File: src/rtl/tl_sensor_cond.sv
// tl_sensor_cond: vehicle sensor conditioning (sync, debounce, car count, optional stuck detect via TL_SNS_STUCK_DET_EN)
module tl_sns_chan #(
  parameter int DB_CYCLES    = 4,
  parameter int DEPART_CYCLES = 8,
  parameter int CNT_W        = 4,
  parameter int STUCK_CYCLES = 256
) (
  input  logic clk,
  input  logic reset,
  input  logic raw,
  input  logic green,
  output logic t,
  output logic fault
);
  localparam int DBW = $clog2(DB_CYCLES + 1);
  localparam int DPW = $clog2(DEPART_CYCLES + 1);
  logic s1, sync, db, db_q, run, arr, dep;
  logic [DBW-1:0] db_cnt;
  logic [DPW-1:0] tmr;
  logic [CNT_W-1:0] cnt;
  assign run = green && cnt != '0;
  assign arr = db && !db_q;
  assign dep = run && tmr == DPW'(DEPART_CYCLES - 1);
  assign t = cnt != '0 || (db && !fault);
  // Two-flop synchronizer feeding a consecutive-mismatch debouncer
  always_ff @(posedge clk or posedge reset)
    if (reset) begin
      s1 <= 1'b0;
      sync <= 1'b0;
      db <= 1'b0;
      db_q <= 1'b0;
      db_cnt <= '0;
    end else begin
      s1 <= raw;
      sync <= s1;
      db_q <= db;
      if (sync == db) db_cnt <= '0;
      else if (db_cnt == DBW'(DB_CYCLES - 1)) begin
        db <= sync;
        db_cnt <= '0;
      end else db_cnt <= db_cnt + 1'b1;
    end
  // Timer runs only while green with cars waiting; each rollover is one departure
  always_ff @(posedge clk or posedge reset)
    if (reset) tmr <= '0;
    else tmr <= run && !dep ? tmr + 1'b1 : '0;
  // Waiting-car count saturates at both ends; coincident arrival and departure cancel
  always_ff @(posedge clk or posedge reset)
    if (reset) cnt <= '0;
    else if (arr && !dep && cnt != '1) cnt <= cnt + 1'b1;
    else if (dep && !arr) cnt <= cnt - 1'b1;
`ifdef TL_SNS_STUCK_DET_EN
  localparam int SW = $clog2(STUCK_CYCLES + 1);
  logic [SW-1:0] stk;
  // Count consecutive debounced-high cycles; the fault latches until reset
  always_ff @(posedge clk or posedge reset)
    if (reset) begin
      stk <= '0;
      fault <= 1'b0;
    end else begin
      stk <= db ? (stk == SW'(STUCK_CYCLES) ? stk : stk + 1'b1) : '0;
      if (db && stk == SW'(STUCK_CYCLES - 1)) fault <= 1'b1;
    end
`else
  assign fault = 1'b0;
`endif
endmodule

module tl_sensor_cond #(
  parameter int DB_CYCLES     = 4,
  parameter int DEPART_CYCLES = 8,
  parameter int CNT_W         = 4,
  parameter int STUCK_CYCLES  = 256
) (
  input  logic       clk,
  input  logic       reset,
  input  logic       sens_a_raw,
  input  logic       sens_b_raw,
  input  logic [1:0] La,
  input  logic [1:0] Lb,
  output logic       Ta,
  output logic       Tb,
  output logic       fault_a,
  output logic       fault_b
);
  tl_sns_chan #(.DB_CYCLES(DB_CYCLES), .DEPART_CYCLES(DEPART_CYCLES), .CNT_W(CNT_W), .STUCK_CYCLES(STUCK_CYCLES)) u_a (
    .clk(clk), .reset(reset), .raw(sens_a_raw), .green(La == 2'b00), .t(Ta), .fault(fault_a)
  );
  tl_sns_chan #(.DB_CYCLES(DB_CYCLES), .DEPART_CYCLES(DEPART_CYCLES), .CNT_W(CNT_W), .STUCK_CYCLES(STUCK_CYCLES)) u_b (
    .clk(clk), .reset(reset), .raw(sens_b_raw), .green(Lb == 2'b00), .t(Tb), .fault(fault_b)
  );
endmodule

File: config.mk
export PLATFORM = sky130hd
export DESIGN_NAME = tl_sensor_cond
export DESIGN_NICKNAME = d
export VERILOG_FILES = /design/src/rtl/tl_sensor_cond.sv
export SDC_FILE = /design/constraint.sdc
export NUM_CORES = 1
export LEC_CHECK = 0
export BUFFER_PORTS_ARGS = -buffer_cell sky130_fd_sc_hd__buf_2
export CORE_AREA = 2 2 81 60
export DETAILED_ROUTE_END_ITERATION = 8
export DIE_AREA = 0 0 83 62
export PLACE_DENSITY = 0.49
export SYNTH_ARGS = -nofsm -noshare
export SYNTH_HDL_FRONTEND = slang
export SYNTH_SLANG_ARGS = --single-unit
export TNS_END_PERCENT = 50
File: constraint.sdc
create_clock -name clk -period 3.9 [get_ports clk]
set_clock_uncertainty 0.05 [all_clocks]
set_input_delay 0.39 -clock clk [delete_from_list [all_inputs] [get_ports clk]]
set_output_delay 0.39 -clock clk [all_outputs]
set_load 0.02 [all_outputs]
-- After elaboration in Yosys (flattened, before gate mapping)
Cells that the tools add are included.
- flip-flop bits (word level): 30
- bits in latches: 0
- bits in writable memories: 0
- bits in read-only memories: 0
- input bits: 8
- logic and storage cells: 72
- memories kept: 0
- add/sub/neg operators: 8
- multiply operators: 0
- divide/modulo/power cells: 0
- $lt $le $gt $ge: 0
- equality and inequality tests: 8
- shift operators: 0
- muxes and demuxes: 10
- bitwise logic cells: 2
- reduce and logical (&&, ||, !) cells: 30
- operator list (kind ; count):
    4-bit 2-to-1 mux ; 6
    4-bit by 1-bit adder with 4-bit output, second input constant ; 4
    1-bit logical AND ; 14
    3-bit 2-to-1 mux ; 4
    4-bit by 3-bit equality test with 1-bit output, second input constant ; 2
    4-bit inequality test, second input constant ; 2
    4-bit nonzero test ; 2
    4-bit by 1-bit subtractor with 4-bit output, second input constant ; 2
    3-bit by 1-bit adder with 3-bit output, second input constant ; 2
    3-bit by 2-bit equality test with 1-bit output, second input constant ; 2
    1-bit logical NOT ; 6
    2-bit logical NOT ; 2
    2-bit AND reduction ; 2
    2-bit nonzero test ; 2
    1-bit equality test ; 2
    1-bit logical OR ; 2
    1-bit NOT ; 2

-- Longest topological paths before layout
Gate-level depths: netlist of run 1.
- depth after elaboration: 7
- mapped depth: 9
- gate-level depth less buffers: 9

-- By module
From an unflattened synthesis of run 1, not the netlist that was laid out.
- cells, all modules: 112
- area, all modules: 1396.3 um^2
- modules (own cells, without submodules) (module ; instances ; cells each ; area each (um^2)):
    tl_sns_chan ; 2 ; 55 ; 694.4
    tl_sensor_cond ; 1 ; 2 ; 7.5

-- Least setup slack after synthesis of run 1
Ideal clock, no wire load.
- path type: flip-flop to flip-flop
- from: register u_b.tmr[0]
- to: register u_b.cnt[3]
- setup time: 0.079 ns
- arrival: 2.377 ns
- data required time: 3.771 ns
- slack: 1.394 ns
- cell stages (with the launch flop): 10
- buffers on the path: 0
- period minus slack after synthesis: 2.506 ns
- path through: dfrtp_1 > ha_1 > nand3b_1 > or4_4 > nand3_1 > ha_1 > and3_1 > or3_1 > mux2i_1 > xor2_1
- word-level cells in the longest chain between the ends: 6
- elaborated cells on any way between the ends: 8
- ends and longest elaborated chain (what ; RTL line ; text):
    start: declaration ; 19 ; logic [DPW-1:0] tmr;
    start signal: assignment ; 46 ; else tmr <= run && !dep ? tmr + 1'b1 : '0;
    4-bit by 3-bit equality test with 1-bit output * ; 23 ; assign dep = run && tmr == DPW'(DEPART_CYCLES - 1);
    1-bit logical AND * ; 23 ;
    1-bit logical NOT ; 50 ; else if (arr && !dep && cnt != '1) cnt <= cnt + 1'b1;
    1-bit logical AND (2 in series) ; 50 ;
    4-bit 2-to-1 mux or 2-bit nonzero test (tied branches) ; n/a ;
    end signal: assignment ; 50 ;
    end signal: assignment ; 51 ; else if (dep && !arr) cnt <= cnt - 1'b1;
    end: declaration ; 20 ; logic [CNT_W-1:0] cnt;
Mark *: on every way between the ends. The rest lies on a longest branch, timed or not.
A chain may end at the register's enable or synchronous reset.

-- Worst setup path after layout of run 1
Same ends and word-level chain as after synthesis.

==> impl_metrics.prom, run 1 <==
# TYPE chip_impl_metric gauge
chip_impl_metric{name="p_per_area",unit="nW/µm²"} 722.2
chip_impl_metric{name="grt_total_usage",unit=""} 0.09591
chip_impl_info{name="synth_top_area_cell",value="dfrtp_1"} 1
chip_impl_metric{name="period_share",unit=""} 0.6840
chip_impl_metric{name="drcViolationCount",unit=""} 0
chip_impl_metric{name="detailroute.via_count",unit=""} 871
chip_impl_metric{name="syn2layout_area_growth",unit="%"} 14.22
chip_impl_metric{name="cts.htree.levels",unit=""} 2
chip_impl_metric{name="dr.first_iter.drc_count",unit=""} 26
chip_impl_metric{name="port-buffer-count",unit=""} 9
chip_impl_metric{name="timing.fmax",unit="GHz"} 0.3749
chip_impl_info{name="reg2reg_to",value="u_b.cnt[3]"} 1
chip_impl_metric{name="final-seq-area",unit="µm²"} 750.7
chip_impl_info{name="cts_tree",value="done"} 1
chip_impl_metric{name="first_global_vias",unit=""} 823
chip_impl_metric{name="worstPathRequired",unit="ps"} 4060
chip_impl_metric{name="vias_per_cell",unit=""} 4.683
chip_impl_info{name="setup.worst_path.class",value="reg -> reg"} 1
chip_impl_metric{name="gp_congestion",unit=""} 0.8109
chip_impl_metric{name="route.antenna.remaining_nets",unit=""} 0
chip_impl_metric{name="p_int",unit="mW"} 0.7900
chip_impl_metric{name="post-route-min-period",unit="ps"} 2668
chip_impl_metric{name="yosysTopAreaCellShare",unit=""} 0.5141
chip_impl_metric{name="tritoncts_num_sinks",unit=""} 30
chip_impl_metric{name="die_height",unit="µm"} 62
chip_impl_metric{name="netSwitchingPower",unit="mW"} 0.4146
chip_impl_info{name="run_status",value="complete, no violations"} 1
chip_impl_metric{name="ys_seq_elements",unit=""} 30
chip_impl_metric{name="grt_antenna_before_repair",unit=""} 0
chip_impl_metric{name="reg2reg_slack",unit="ps"} 1230
chip_impl_metric{name="max_stage_delay",unit="ps"} 550
chip_impl_metric{name="cp_max_fanout",unit=""} 3
chip_impl_metric{name="yosys.cell_types.count",unit=""} 29
chip_impl_metric{name="power.total",unit="mW"} 1.205
chip_impl_metric{name="setup_tns",unit="ps"} 0
chip_impl_metric{name="io_pins",unit=""} 12
chip_impl_metric{name="fraction_of_power_spent_switching_nets",unit=""} 0.3442
chip_impl_metric{name="floorplan.initialDensity",unit=""} 0.3250
chip_impl_metric{name="dieWidth",unit="µm"} 83
chip_impl_metric{name="cts.hold.buffers_added",unit=""} 0
chip_impl_metric{name="fp.dieArea",unit="µm²"} 5146
chip_impl_metric{name="grt_pass1_wl",unit="mm"} 3.684
chip_impl_metric{name="final_cell_area",unit="µm²"} 1668
chip_impl_info{name="layout_common_cells",value="30 x dfrtp_1, 9 x buf_2, 8 x xor2_1, 8 x ha_1, 6 x clkbuf_8"} 1
chip_impl_metric{name="detail_route.first_pass.iterations",unit=""} 4
chip_impl_metric{name="power.share.sequential",unit=""} 0.414
chip_impl_metric{name="floorplan.rows",unit=""} 21
chip_impl_metric{name="placement.cell_area",unit="µm²"} 1573
chip_impl_metric{name="nNetsFinal",unit=""} 146
chip_impl_metric{name="nFillCells",unit=""} 429
chip_impl_metric{name="hold_viol_final",unit=""} 0
chip_impl_info{name="layout.cells.most_common",value="dfrtp_1"} 1
chip_impl_info{name="ctsRootBufferMaster",value="clkbuf_8"} 1
chip_impl_metric{name="wire_per_inst",unit="µm"} 11.60
chip_impl_metric{name="instance_count_of_the_mapped_netlist",unit=""} 112
chip_impl_metric{name="report.final.slew_viol_count",unit=""} 0
chip_impl_metric{name="drv_cap",unit=""} 0
chip_impl_metric{name="final_layout_size_suffix_gt1_frac",unit=""} 0.2481
chip_impl_metric{name="cts.repair_timing.setup_buffer_count",unit=""} 0
chip_impl_info{name="crit_chain",value="ha_1 -> nand3b_1 -> or4_4 -> nand3_1 -> ha_1 -> and3_1 -> or3_1 -> mux2i_1 -> xor2_1"} 1
chip_impl_metric{name="ys_seq_area_frac",unit=""} 0.5141
chip_impl_metric{name="clk_pin_slew",unit="ps"} 70
chip_impl_metric{name="vdd.ir_drop.worst",unit="µV"} 217.3
chip_impl_info{name="endpoint_kind",value="flop"} 1
chip_impl_metric{name="synth-warning-count",unit=""} 0
chip_impl_metric{name="share_clk_of_total_power",unit=""} 0.213
chip_impl_metric{name="number_of_antenna_repair_diodes",unit=""} 0
chip_impl_info{name="timing.critical_path.from_type",value="flop"} 1
chip_impl_metric{name="grt_total_ovfl",unit=""} 0
chip_impl_metric{name="cts_inserted_buffers",unit=""} 5
chip_impl_info{name="grt_setup_unrepaired",value="false"} 1
chip_impl_metric{name="netlist_area",unit="µm²"} 1460
chip_impl_metric{name="timing.critical_path.arrival",unit="ps"} 2820
chip_impl_metric{name="place.detailed.hpwl",unit="mm"} 1.623
chip_impl_info{name="critical_path.most_common_cell",value="ha_1"} 1
chip_impl_info{name="post_synth_main_area_contributors",value="dfrtp_1 51%, ha_1 6.9%, xor2_1 4.8%"} 1
chip_impl_metric{name="p_leak",unit="nW"} 0.7626
chip_impl_metric{name="syn-mean-instance-area",unit="µm²"} 13.04
chip_impl_metric{name="multiInputGateArea",unit="µm²"} 694.4
chip_impl_metric{name="setup_viol_count_final",unit=""} 0
chip_impl_metric{name="core_area",unit="µm²"} 4493
chip_impl_info{name="min-delay-path-class",value="in -> async"} 1
chip_impl_metric{name="clock_insertion_delay_worst_skew",unit="ps"} 280
chip_impl_metric{name="pin_count_of_the_biggest_net_entering_global_routing",unit=""} 31
chip_impl_metric{name="cts_repair_resize_count",unit=""} 0
chip_impl_metric{name="finalWirelength",unit="mm"} 2.157
chip_impl_metric{name="gate_power_share",unit=""} 0.373
chip_impl_metric{name="cts.path.max_buffers",unit=""} 2
chip_impl_info{name="critical_path_cell_with_the_highest_stage_delay",value="or4_4"} 1
chip_impl_info{name="critical_path.reg2reg.startpoint",value="u_b.tmr[0]"} 1
chip_impl_metric{name="worst-r2r-cell-count",unit=""} 9
[registers in the layout, indices dropped and copies added, names as in the netlist, 3 cells and up]
register    count
u_a.cnt         4
u_a.db_cnt      3
u_a.tmr         4
u_b.cnt         4
u_b.db_cnt      3
u_b.tmr         4
[logic make-up (layout without fill, tap and decap cells)]
kind of cell               count (synthesis)  after routing  share of synthesized area
and+or+nand+nor                           42             42                     0.1808
DFF                                       30             30                     0.5141
xor gates and xnor gates                  12             12                    0.07198
adders and majority gates                 10             10                    0.09598
muxes                                     10             10                     0.1011
AOI/OAI and AO/OA                          4              4                    0.02056
buffers and inverters                      3             19                    0.01285
other                                      1              2                   0.002568
[cell type report]
class                      instances  share of cell area
multi-input combinational         80              0.4164
tap                               57             0.04276
clock inverter                     2            0.007502
inverter                           1            0.002251
timing repair buffer              10             0.03151
sequential                        30              0.4501
clock buffer                       6             0.04951
[Yosys cell counts]
library cell,instances
nand3_1,4
or4_4,2
inv_1,1
nand2b_1,2
nor2b_1,5
dfrtp_1,30
buf_4,2
nand2_1,4
o211ai_1,2
nor3b_1,3
nor4_1,2
nor2_1,4
xnor2_1,4
nand3b_1,2
xor2_1,8
mux2_4,4
nor4_2,2
fa_1,2
nand4_1,2
ha_1,8
a21o_1,2
nor3_1,4
and3_1,2
and3_2,2
conb_1,1
mux2i_1,2
mux2_2,2
mux2i_4,2
or3_1,2
[worst max-delay path by stage]
stage / from / end / cells after the start
after global placement: u_b.tmr[0] / u_b.cnt[3] / 9
after detailed placement: u_b.tmr[0] / u_b.cnt[3] / 9
after CTS: u_b.tmr[0] / u_b.cnt[3] / 9
after floorplan: u_b.tmr[0] / u_b.cnt[3] / 9
after global routing: u_a.tmr[0] / u_a.cnt[3] / 9
final: u_b.tmr[0] / u_b.cnt[3] / 9
[critical path: cells and delay by family, from the launching register on]
kind,cells,cell delay [ps]
AND/OR/NAND/NOR,5,1400
adder cells (fa/ha/maj),2,480
flip-flops,1,370
multiplexers,1,160
XOR/XNOR,1,150
[metal layers]
| metal | vias up | track usage | wire [µm] |
|---|---|---|---|
| met5 | - | 0 | 0 |
| met4 | 0 | 0.05621 | 36 |
| met3 | 5 | 0.03567 | 77 |
| met2 | 11 | 0.1532 | 1052 |
| met1 | 427 | 0.1151 | 991 |
| li1 | 428 | - | - |
[per-stage QoR]
step	setup WS, ps	hold slack, ps	std cells	utilization
detailed placement	1202	287.1	178	0.3500
global route	1034	150.6	186	0.3712
floorplan	1394	281.2	113	-
finish	1232	124.3	186	0.3712
global placement	1273	283.2	178	0.3500
CTS	1211	133.3	186	0.3712
[power groups by stage]
stage                     sequential [mW]  combinational, mW  clock (mW)
after global placement              0.501              0.440           0
after floorplan                     0.480              0.391           0
final                               0.499              0.449       0.256
after global routing                0.514              0.517       0.284
after detailed placement            0.503              0.461           0
after CTS                           0.502              0.458       0.268
No activity file was read; power rests on OpenSTA's default activity.
==> inputs of run 2 (changes only) <==
==> constraint.sdc (replaced) <==
create_clock -name clk -period 2.6 [get_ports clk]
set_clock_uncertainty 0.05 [all_clocks]
set_input_delay 0.26 -clock clk [delete_from_list [all_inputs] [get_ports clk]]
set_output_delay 0.26 -clock clk [all_outputs]
set_load 0.02 [all_outputs]
==> run 2 against run 1 <==
  * Via count is 2.4% higher
  * Global-route usage up 0.21 points
  * Total power is 64% higher
  * Combinational power increased by 91%
  * Hold slack got worse by 88 ps
  * Final cell count is 7.0% higher
  * Wire length is 8.3% higher
  * Clock power up 51%
  * Sequential cell count unchanged
  * Count of clock-buffer cells in the layout unchanged
  * Worst setup slack worse by 1200 ps
  * Critical path type unchanged
  * Highest routed layer unchanged
==> impl_metrics.prom, run 2 (same netlist as run 1, synthesis figures left out) <==
# TYPE chip_impl_metric gauge
chip_impl_metric{name="drcViolationCount",unit=""} 0
chip_impl_metric{name="clock_insertion_delay_worst_skew",unit="ps"} 270
chip_impl_metric{name="pin_count_of_the_biggest_net_entering_global_routing",unit=""} 22
chip_impl_info{name="min-delay-path-class",value="in -> reg"} 1
chip_impl_metric{name="port-buffer-count",unit=""} 9
chip_impl_metric{name="whs_path_depth",unit=""} 1
chip_impl_metric{name="p_per_area",unit="nW/µm²"} 1084
chip_impl_metric{name="floorplan.rows",unit=""} 21
chip_impl_metric{name="place.detailed.hpwl",unit="mm"} 1.722
chip_impl_metric{name="period_share",unit=""} 0.9694
chip_impl_info{name="timing.critical_path.from",value="u_a.tmr[0]"} 1
chip_impl_metric{name="fp.dieArea",unit="µm²"} 5146
chip_impl_metric{name="drv_cap",unit=""} 0
chip_impl_metric{name="placement.cell_area",unit="µm²"} 1625
chip_impl_metric{name="die_height",unit="µm"} 62
chip_impl_info{name="endpoint_kind",value="flop"} 1
chip_impl_info{name="critical_path.reg2reg.startpoint",value="u_a.tmr[0]"} 1
chip_impl_metric{name="cts_inserted_buffers",unit=""} 5
chip_impl_metric{name="hold_viol_final",unit=""} 0
chip_impl_metric{name="floorplan.initialDensity",unit=""} 0.3250
chip_impl_metric{name="grt_total_ovfl",unit=""} 0
chip_impl_metric{name="clk_pin_slew",unit="ps"} 70
chip_impl_metric{name="number_of_antenna_repair_diodes",unit=""} 0
chip_impl_metric{name="detail_route.first_pass.iterations",unit=""} 4
chip_impl_metric{name="final_layout_size_suffix_gt1_frac",unit=""} 0.3521
chip_impl_metric{name="route.antenna.remaining_nets",unit=""} 0
chip_impl_metric{name="timing_worst_slew_pin_value",unit="ps"} 589.9
chip_impl_metric{name="syn2layout_area_growth",unit="%"} 24.85
chip_impl_info{name="layout.cells.most_common",value="dfrtp_1"} 1
chip_impl_metric{name="finalNonFillerCells",unit=""} 199
chip_impl_metric{name="worstPathRequired",unit="ps"} 2750
chip_impl_info{name="ctsRootBufferMaster",value="clkbuf_8"} 1
chip_impl_metric{name="nNetsFinal",unit=""} 159
chip_impl_metric{name="finalWirelength",unit="mm"} 2.337
chip_impl_metric{name="timing.critical_path.arrival",unit="ps"} 2670
chip_impl_metric{name="grt_antenna_before_repair",unit=""} 0
chip_impl_metric{name="grt_pass1_wl",unit="mm"} 3.822
chip_impl_metric{name="cts.htree.levels",unit=""} 2
chip_impl_metric{name="power.total",unit="mW"} 1.976
chip_impl_metric{name="gp_congestion",unit=""} 0.7727
chip_impl_metric{name="tritoncts_num_sinks",unit=""} 30
chip_impl_metric{name="final_critical_path_setup_slack",unit="ps"} 79.46
chip_impl_metric{name="dpl_worst_slack",unit="ps"} -28.44
chip_impl_metric{name="cts.path.max_buffers",unit=""} 2
chip_impl_metric{name="dr.first_iter.drc_count",unit=""} 36
chip_impl_metric{name="post-route-min-period",unit="ps"} 2521
chip_impl_info{name="setup.worst_path.class",value="reg -> reg"} 1
chip_impl_metric{name="core_area",unit="µm²"} 4493
chip_impl_metric{name="worst-r2r-cell-count",unit=""} 9
chip_impl_metric{name="report.final.slew_viol_count",unit=""} 0
chip_impl_metric{name="setup_tns",unit="ps"} 0
chip_impl_info{name="run_status",value="complete, no violations"} 1
chip_impl_info{name="cts_tree",value="done"} 1
chip_impl_info{name="layout_common_cells",value="30 x dfrtp_1, 13 x buf_4, 9 x buf_2"} 1
chip_impl_info{name="timing.critical_path.from_type",value="flop"} 1
chip_impl_metric{name="vdd.ir_drop.worst",unit="µV"} 366.5
chip_impl_metric{name="p_leak",unit="nW"} 0.8261
chip_impl_metric{name="first_global_vias",unit=""} 838
chip_impl_metric{name="relSlewSlack",unit=""} 0.6059
chip_impl_info{name="grt_setup_unrepaired",value="true"} 1
chip_impl_metric{name="cp_max_fanout",unit=""} 3
chip_impl_metric{name="grt_total_usage",unit=""} 0.09799
chip_impl_metric{name="io_pins",unit=""} 12
chip_impl_metric{name="timing.fmax",unit="GHz"} 0.3967
chip_impl_metric{name="vias_per_cell",unit=""} 4.482
chip_impl_metric{name="wire_per_inst",unit="µm"} 11.74
chip_impl_metric{name="detailroute.via_count",unit=""} 892
chip_impl_metric{name="place_inst",unit=""} 185
chip_impl_metric{name="final_cell_area",unit="µm²"} 1823
chip_impl_metric{name="setup_viol_count_final",unit=""} 0
chip_impl_metric{name="dieWidth",unit="µm"} 83
chip_impl_info{name="min_from",value="sens_a_raw"} 1
==> run 2: cell types whose count changed in the layout (fill, tap and decap cells not counted) <==
cell and change:
dlygate4sd3_1 +1, ha_2 +2, ha_1 -4, nand3_4 +2, nand3_1 -2, buf_4 +12, ha_4 +2
==> run 2: critical path, stage by stage, from the launching register on <==
cell and delay [ps]:
dfrtp_1 370, ha_2 200, nand3b_1 120, or4_4 520
nand3_4 100, ha_1 230, and3_1 190, or3_1 340
mux2i_1 170, xor2_1 160
==> run 2: stage by stage <==
stage               utilization  hold WS, ps
finish                   0.4057        35.81
global route             0.4057        19.59
CTS                      0.3862        26.74
detailed placement       0.3617        195.4
global placement         0.3617        189.4
floorplan                     -        241.4
==> run 2: layout make-up <==
| class | count | area (µm²) |
|---|---|---|
| tap | 57 | 71.32 |
| sequential | 30 | 750.7 |
| clock inverter | 2 | 12.51 |
| fill | 409 | 2670 |
| clock buffer | 6 | 82.58 |
| inverter | 1 | 3.754 |
| timing repair buffer | 23 | 152.6 |
| multi-input combinational | 80 | 749.5 |
==> run 2: final timing paths <==
kind	slack, ps	to
worst min-delay path	40	u_a.s1
min in group asynchronous	450	u_b.db_q
worst max register to register	80	u_a.cnt[3]
max in group asynchronous	1450	u_a.cnt[1]
worst max-delay path	80	u_a.cnt[3]
worst min register to register	300	u_b.sync
==> run 2: routing by layer <==
layer	share of wire	global-route usage	wire [µm]	vias to the layer above
li1	-	-	-	452
met1	0.52	0.1324	1206	429
met2	0.44	0.1371	1036	9
met3	0.033	0.03567	78	2
met4	0.0068	0.05621	16	0
met5	0	0	0	-
==> run 2: timing repair <==
action                                 CTS  global route
cloned                                   0             0
buffers inserted                         0             5
hold buffers                             1             0
gates resized for setup                  1             7
endpoints found under the hold margin    9             0
setup endpoints to repair                1             2
pin swaps                                0             6
==> run 2: power by group <==
| part | internal (mW) | total [mW] | switching [mW] |
|---|---|---|---|
| Sequential | 0.603 | 0.731 | 0.128 |
| Clock | 0.212 | 0.387 | 0.174 |
| Combinational | 0.479 | 0.858 | 0.379 |
